File: config.mk
export PLATFORM = sky130hd
export DESIGN_NAME = mod_addsub_ws
export DESIGN_NICKNAME = d
export VERILOG_FILES = /design/src/rtl/mm_pkg.sv /design/src/rtl/mod_addsub_ws_cla_cell.sv /design/src/rtl/mod_addsub_ws.sv
export SDC_FILE = /design/constraint.sdc
export NUM_CORES = 2
export LEC_CHECK = 0
export CORE_UTILIZATION = 25
export CTS_CLUSTER_SIZE = 40
export DETAILED_ROUTE_END_ITERATION = 8
export MAX_ROUTING_LAYER = met4
export PLACE_DENSITY_LB_ADDON = 0.2
export SLEW_MARGIN = 15
export SYNTH_ARGS = -nofsm -noshare
export SYNTH_HDL_FRONTEND = slang
export SYNTH_SLANG_ARGS = --single-unit
File: constraint.sdc
create_clock -name i_clk -period 18.7 [get_ports i_clk]
set_input_delay 5.61 -clock i_clk [delete_from_list [all_inputs] [get_ports i_clk]]
set_output_delay 5.61 -clock i_clk [all_outputs]
set_load 0.005 [all_outputs]
File: src/rtl/mm_pkg.sv
// ----------------------------------------------------------------------------
// mm_pkg
// Shared definitions for the MM_RTL SM2 datapath:
//   - default operand width and CLA cell width
//   - SM2 prime modulus constant
//   - state encoding of the word-serial modular add/sub unit
// ----------------------------------------------------------------------------
package mm_pkg;

    localparam int MM_WIDTH = 256;
    localparam int MM_CELL  = 16;

    localparam logic [255:0] SM2_P =
        256'hFFFFFFFE_FFFFFFFF_FFFFFFFF_FFFFFFFF_FFFFFFFF_00000000_FFFFFFFF_FFFFFFFF;

    typedef enum logic [1:0] {
        ST_IDLE  = 2'd0,
        ST_PASS1 = 2'd1,
        ST_PASS2 = 2'd2,
        ST_FIN   = 2'd3
    } addsub_state_e;

endpackage

File: src/rtl/mod_addsub_ws_cla_cell.sv
// ----------------------------------------------------------------------------
// CLA_cell
// CELL-bit carry-lookahead adder cell, purely combinational.
// Ports:
//   i_a, i_b  : CELL-bit addends
//   i_cin     : carry in
//   o_sum     : CELL-bit sum
//   o_cout    : carry out
// ----------------------------------------------------------------------------
module CLA_cell #(
    parameter int CELL = 16
) (
    input  logic [CELL-1:0] i_a,
    input  logic [CELL-1:0] i_b,
    input  logic            i_cin,
    output logic [CELL-1:0] o_sum,
    output logic            o_cout
);

    logic [CELL-1:0] w_g;
    logic [CELL-1:0] w_p;
    logic [CELL:0]   w_c;

    // Generate/propagate form; the carry recurrence is flattened into
    // lookahead logic by synthesis.
    always_comb begin
        w_g    = i_a & i_b;
        w_p    = i_a ^ i_b;
        w_c    = '0;
        w_c[0] = i_cin;
        for (int i = 0; i < CELL; i++) begin
            w_c[i+1] = w_g[i] | (w_p[i] & w_c[i]);
        end
        o_sum  = w_p ^ w_c[CELL-1:0];
        o_cout = w_c[CELL];
    end

endmodule

File: src/rtl/mod_addsub_ws.sv
// ----------------------------------------------------------------------------
// mod_addsub_ws
// Word-serial modular adder/subtractor: r = (a +/- b) mod p, streaming CELL-bit
// words through a single CLA_cell, one word per clock. Two passes of N words
// (raw sum, then correction by p) followed by a one-cycle FIN selection.
// Optional feature macro: MOD_ADDSUB_SUB_EN (subtract support). When not
// defined, i_op is treated as 0 and every request is an add.
// Ports:
//   i_clk, i_rst       : clock, synchronous active-high reset
//   i_start, i_op      : request (sampled in IDLE), 0 = add / 1 = subtract
//   i_a, i_b, i_p      : operands and modulus, latched with an accepted start
//   o_busy             : high during PASS1/PASS2
//   o_done             : one-cycle pulse in FIN, o_r valid
//   o_r                : result, held until overwritten by the next FIN
//   o_state            : current FSM state (debug visibility)
// Handshake: i_start is a request accepted at any rising edge where the block
// is in IDLE and i_rst is low; it is ignored at all other edges. o_done pulses
// exactly once per accepted request that is not aborted by reset.
// ----------------------------------------------------------------------------
module mod_addsub_ws
    import mm_pkg::*;
#(
    parameter int WIDTH = MM_WIDTH,
    parameter int CELL  = MM_CELL
) (
    input  logic             i_clk,
    input  logic             i_rst,
    input  logic             i_start,
    input  logic             i_op,
    input  logic [WIDTH-1:0] i_a,
    input  logic [WIDTH-1:0] i_b,
    input  logic [WIDTH-1:0] i_p,
    output logic             o_busy,
    output logic             o_done,
    output logic [WIDTH-1:0] o_r,
    output logic [1:0]       o_state
);

    localparam int N    = WIDTH / CELL;
    localparam int IDXW = (N > 1) ? $clog2(N) : 1;

`ifdef MOD_ADDSUB_SUB_EN
    localparam logic SUB_EN = 1'b1;
`else
    // Subtract is tied off; the constant folds the subtract muxes and the
    // borrow selection out of the netlist.
    localparam logic SUB_EN = 1'b0;
`endif

    addsub_state_e    r_state;
    logic [IDXW-1:0]  r_idx;
    logic [WIDTH-1:0] r_a;
    logic [WIDTH-1:0] r_b;
    logic [WIDTH-1:0] r_p;
    logic [WIDTH-1:0] r_s;
    logic [WIDTH-1:0] r_t;
    logic [WIDTH-1:0] r_r;
    logic             r_op;
    logic             r_c;
    logic             r_c1;

    logic             w_sub;
    logic             w_last;
    logic [CELL-1:0]  w_x;
    logic [CELL-1:0]  w_y;
    logic [CELL-1:0]  w_sum;
    logic             w_cout;
    logic [WIDTH-1:0] w_s_full;
    logic [WIDTH-1:0] w_t_full;
    logic             w_use_t;

    assign w_sub  = r_op & SUB_EN;
    assign w_last = (r_idx == IDXW'(N - 1));

    // Operand muxes for the shared cell. Word i of each operand is always in
    // the low CELL bits of its shift register.
    always_comb begin
        w_x = '0;
        w_y = '0;
        case (r_state)
            ST_PASS1: begin
                w_x = r_a[CELL-1:0];
                w_y = w_sub ? ~r_b[CELL-1:0] : r_b[CELL-1:0];
            end
            ST_PASS2: begin
                w_x = r_s[CELL-1:0];
                w_y = w_sub ? r_p[CELL-1:0] : ~r_p[CELL-1:0];
            end
            default: ;
        endcase
    end

    CLA_cell #(.CELL(CELL)) u_cla (
        .i_a    (w_x),
        .i_b    (w_y),
        .i_cin  (r_c),
        .o_sum  (w_sum),
        .o_cout (w_cout)
    );

    // Values as they will stand after the final PASS2 word: s has been rotated
    // back into place, t receives its top word from the cell this cycle.
    assign w_s_full = {r_s[CELL-1:0], r_s[WIDTH-1:CELL]};
    assign w_t_full = {w_sum, r_t[WIDTH-1:CELL]};

    // Add: s >= p when the raw sum overflowed (c1) or s - p did not borrow (c2).
    // Subtract: a borrow in pass 1 (c1 = 0) means p must be added back.
    assign w_use_t = w_sub ? ~r_c1 : (r_c1 | w_cout);

    always_ff @(posedge i_clk) begin
        if (i_rst) begin
            r_state <= ST_IDLE;
            r_idx   <= '0;
            r_a     <= '0;
            r_b     <= '0;
            r_p     <= '0;
            r_s     <= '0;
            r_t     <= '0;
            r_r     <= '0;
            r_op    <= 1'b0;
            r_c     <= 1'b0;
            r_c1    <= 1'b0;
        end else begin
            case (r_state)
                ST_IDLE: begin
                    if (i_start) begin
                        r_a     <= i_a;
                        r_b     <= i_b;
                        r_p     <= i_p;
                        r_op    <= i_op;
                        r_c     <= i_op & SUB_EN;
                        r_idx   <= '0;
                        r_state <= ST_PASS1;
                    end
                end
                ST_PASS1: begin
                    r_s <= {w_sum, r_s[WIDTH-1:CELL]};
                    r_a <= r_a >> CELL;
                    r_b <= r_b >> CELL;
                    if (w_last) begin
                        r_c1    <= w_cout;
                        r_c     <= ~w_sub;
                        r_idx   <= '0;
                        r_state <= ST_PASS2;
                    end else begin
                        r_c   <= w_cout;
                        r_idx <= r_idx + 1'b1;
                    end
                end
                ST_PASS2: begin
                    // s and p rotate so they are intact again after N words.
                    r_s <= w_s_full;
                    r_p <= {r_p[CELL-1:0], r_p[WIDTH-1:CELL]};
                    r_t <= w_t_full;
                    r_c <= w_cout;
                    if (w_last) begin
                        r_r     <= w_use_t ? w_t_full : w_s_full;
                        r_idx   <= '0;
                        r_state <= ST_FIN;
                    end else begin
                        r_idx <= r_idx + 1'b1;
                    end
                end
                ST_FIN: begin
                    r_state <= ST_IDLE;
                end
                default: r_state <= ST_IDLE;
            endcase
        end
    end

    assign o_busy  = (r_state == ST_PASS1) || (r_state == ST_PASS2);
    assign o_done  = (r_state == ST_FIN);
    assign o_r     = r_r;
    assign o_state = r_state;

endmodule

==> impl_metrics.tcl <==
set metrics [dict create \
    synth_commonest_cells "dfxtp_1 (1528), nor2_1 (1513), mux2i_1 (1220), a211oi_1 (712), nand2_1 (609)" \
    synth_largest_area_cell "dfxtp_1" \
    crit_arrival_ns 12.54 \
    grt_start_max_net_pins 273 \
    dp_hpwl_mm 173.4 \
    relSlewSlack_pct 13.05 \
    yosysTopAreaCellShare_pct 48.74 \
    cts_resized 0 \
    yosysWarnings 0 \
    cts_buffers 181 \
    clockBufferDepth 3 \
    finalSetupTns_ns 0 \
    dr.first_iter.drc_count 3237 \
    pin_count 1032 \
    clock_latency_ns 0.85 \
    clkSinkCount 1528 \
    ys.flop_type "dfxtp_1" \
    utilization_pct 32.73 \
    postSynthAreaPerCell_um2 9.481 \
    dr.pass1.iters 5 \
    synthTopCellsByArea "dfxtp_1 (49%), mux2i_1 (19%), nor2_1 (9.0%)" \
    drv_slew 0 \
    async_flop_share_pct 0 \
    area_growth_syn_to_layout_pct 29.93 \
    port_buffers 1030 \
    grt_usage_pct 19.04 \
    holdWs_ns 0.4527 \
    hold_violations 0 \
    period_share_pct 63.19 \
    drc 0 \
    final_nets 8074 \
    outcome "finished clean" \
    regArea_um2 30590 \
    synth_edf_count 0 \
    grt_setup_unrepaired "no" \
    worst_clock_skew_ns 0.06597 \
    final_layout_size_suffix_gt1_share_pct 5.253 \
    required_ns 19.43 \
    syn_nets 7414 \
    avgRoutedWirePerCell_um 22.41 \
    drv_cap 0 \
    grt_overflow 0 \
    antenna_found_initial 91 \
    vias 50040 \
    finalSetupViolations 0 \
    cts.htree.levels 4 \
    max_freq_mhz 84.62 \
    core-area_um2 249100 \
    hold_depth 2 \
    initial_core_util_pct 25.19 \
    wl_mm 243.0 \
    yosys.cell_count.top_type "dfxtp_1" \
    ant_nets 0 \
    placed_area_um2 75110 \
    critical_path_class "reg2reg" \
    grt_pass1_vias 47880 \
    ys_types 32 \
    syn_inst 6619 \
    ctsHoldBuffers 0 \
    fin_crit_ns 11.82 \
    critPathLaunchType "flop" \
    design_area_um2 81540 \
    yosysSeqAreaShare_pct 48.74 \
    post_cts_buffers 0 \
    p_per_area_nw_per_um2 140.9 \
    endpoint_kind "flop" \
    worst_pin_slew_ns 1.304 \
    multi_input_area_um2 29410 \
    die_area_um2 253000 \
    postSynthRegisterBits 1528 \
    root_buffer "clkbuf_16" \
    rr_worst_depth 26 \
    filler_cell_count 25770 \
    clkTransAtPathRegs_ns 0.07 \
    syn_area_um2 62750 \
    die_h_um 503.0 \
    hold_class "reg2reg" \
    place_congestion 0.8602 \
    die_w_um 503.0 \
    peakVddDrop_v 0.0001772 \
    tritoncts "done" \
    cp_max_fo 66 \
    grt_pass1_wl_mm 342.7 \
    p_leak_nw 27.15 \
    total_power_mw 11.49 \
    viasPerCell 4.614 \
    rows 183 \
]
[report_power, final]
group          internal [mW]  switching (mW)
Clock                   2.13            1.53
Combinational           1.45            2.01
Sequential              3.90           0.480
[worst paths after layout]
kind                    from  endpoint  slack, ns
hold reg to reg     o_r[254]  o_r[254]       0.45
setup reg to reg  o_state[0]  o_r[165]       6.88
setup / recovery  o_state[0]  o_r[165]       6.88
hold / removal      o_r[254]  o_r[254]       0.45
[worst max-delay path, cell delays in order, from the launching register on]
cell and delay (ns):
dfxtp_1 0.49, inv_1 0.33, ha_4 0.46, inv_2 0.27, o21ai_0 0.61, and2_1 0.26, fa_1 0.18, inv_1 0.06
fa_1 0.45, fa_1 0.46, fa_1 0.46, fa_1 0.47, fa_1 0.49, fa_1 0.48, fa_1 0.47, fa_1 0.47
fa_1 0.48, fa_1 0.48, fa_1 0.47, fa_1 0.46, fa_1 0.46, fa_1 0.46, fa_1 0.56, nand2b_4 0.62
buf_4 0.81, nand2_1 0.11, a311oi_1 0.31
[kinds of logic (layout without fill, tap and decap cells)]
logic type               count (synthesis)  after routing  synth area share, %
AO/OA/AOI/OAI                         1102           1102                13.79
other                                    0             89                    0
flip-flops                            1528           1528                48.74
multiplexers                          1220           1220                19.46
AND/OR/NAND/NOR                       2135           2135                12.82
buffers and inverters                  611           1417                4.540
adder cells (fa/ha/maj)                 23             23               0.6500
[per-layer routing]
metal  track usage [%]  up-vias  part of all wire (%)
met5                 -        -                     0
met4             5.634        0                   2.9
met3             5.763      294                   6.9
met2             31.70     1139                    49
met1             21.88    23660                    42
li1                  -    24950                     -
[sequential cells by signal, summed over array words and instances, names as in the netlist]
signal and cells:
o_r 256, r_a 256, r_b 256, r_p 256, r_s 256, r_t 240
r_idx 4, o_state 2, r_c 1, r_c1 1
[layout make-up]
cell class	count	share of cell area, %
inverter	6	0.02762
clock inverter	53	0.9944
multi-input combinational	4480	36.07
timing repair buffer	1082	13.40
clock buffer	276	6.608
sequential	1528	37.52
tap	3330	5.110
antenna	89	0.2731
[cells in the final DEF, fill, tap and decap left out, types with 9 or more instances in the layout]
master | synthesis | layout
dfxtp_1 | 1528 | 1528
nor2_1 | 1513 | 1511
mux2i_1 | 1220 | 1220
clkdlybuf4s50_1 | 0 | 1029
a211oi_1 | 712 | 712
nand2_1 | 609 | 609
a311oi_1 | 242 | 242
clkbuf_16 | 0 | 182
diode_2 | 0 | 89
clkbuf_8 | 0 | 48
clkbuf_1 | 279 | 46
a211oi_2 | 40 | 40
o21ai_0 | 36 | 36
buf_4 | 12 | 34
a22oi_1 | 33 | 33
clkinv_2 | 0 | 21
a21oi_1 | 19 | 19
fa_1 | 16 | 16
buf_12 | 0 | 16
o211ai_1 | 15 | 15
clkinv_16 | 0 | 9
bufinv_16 | 0 | 9
[metrics by stage]
stage / worst slack (ns) / cells
3_5_place_dp: 6.720 / 10430
3_3_place_gp: 6.771 / 10430
4_1_cts: 6.657 / 10760
6_report: 6.883 / 10840
5_1_grt: 6.228 / 10840
2_1_floorplan: 9.151 / 6619
No activity file was read; power rests on OpenSTA's default activity.
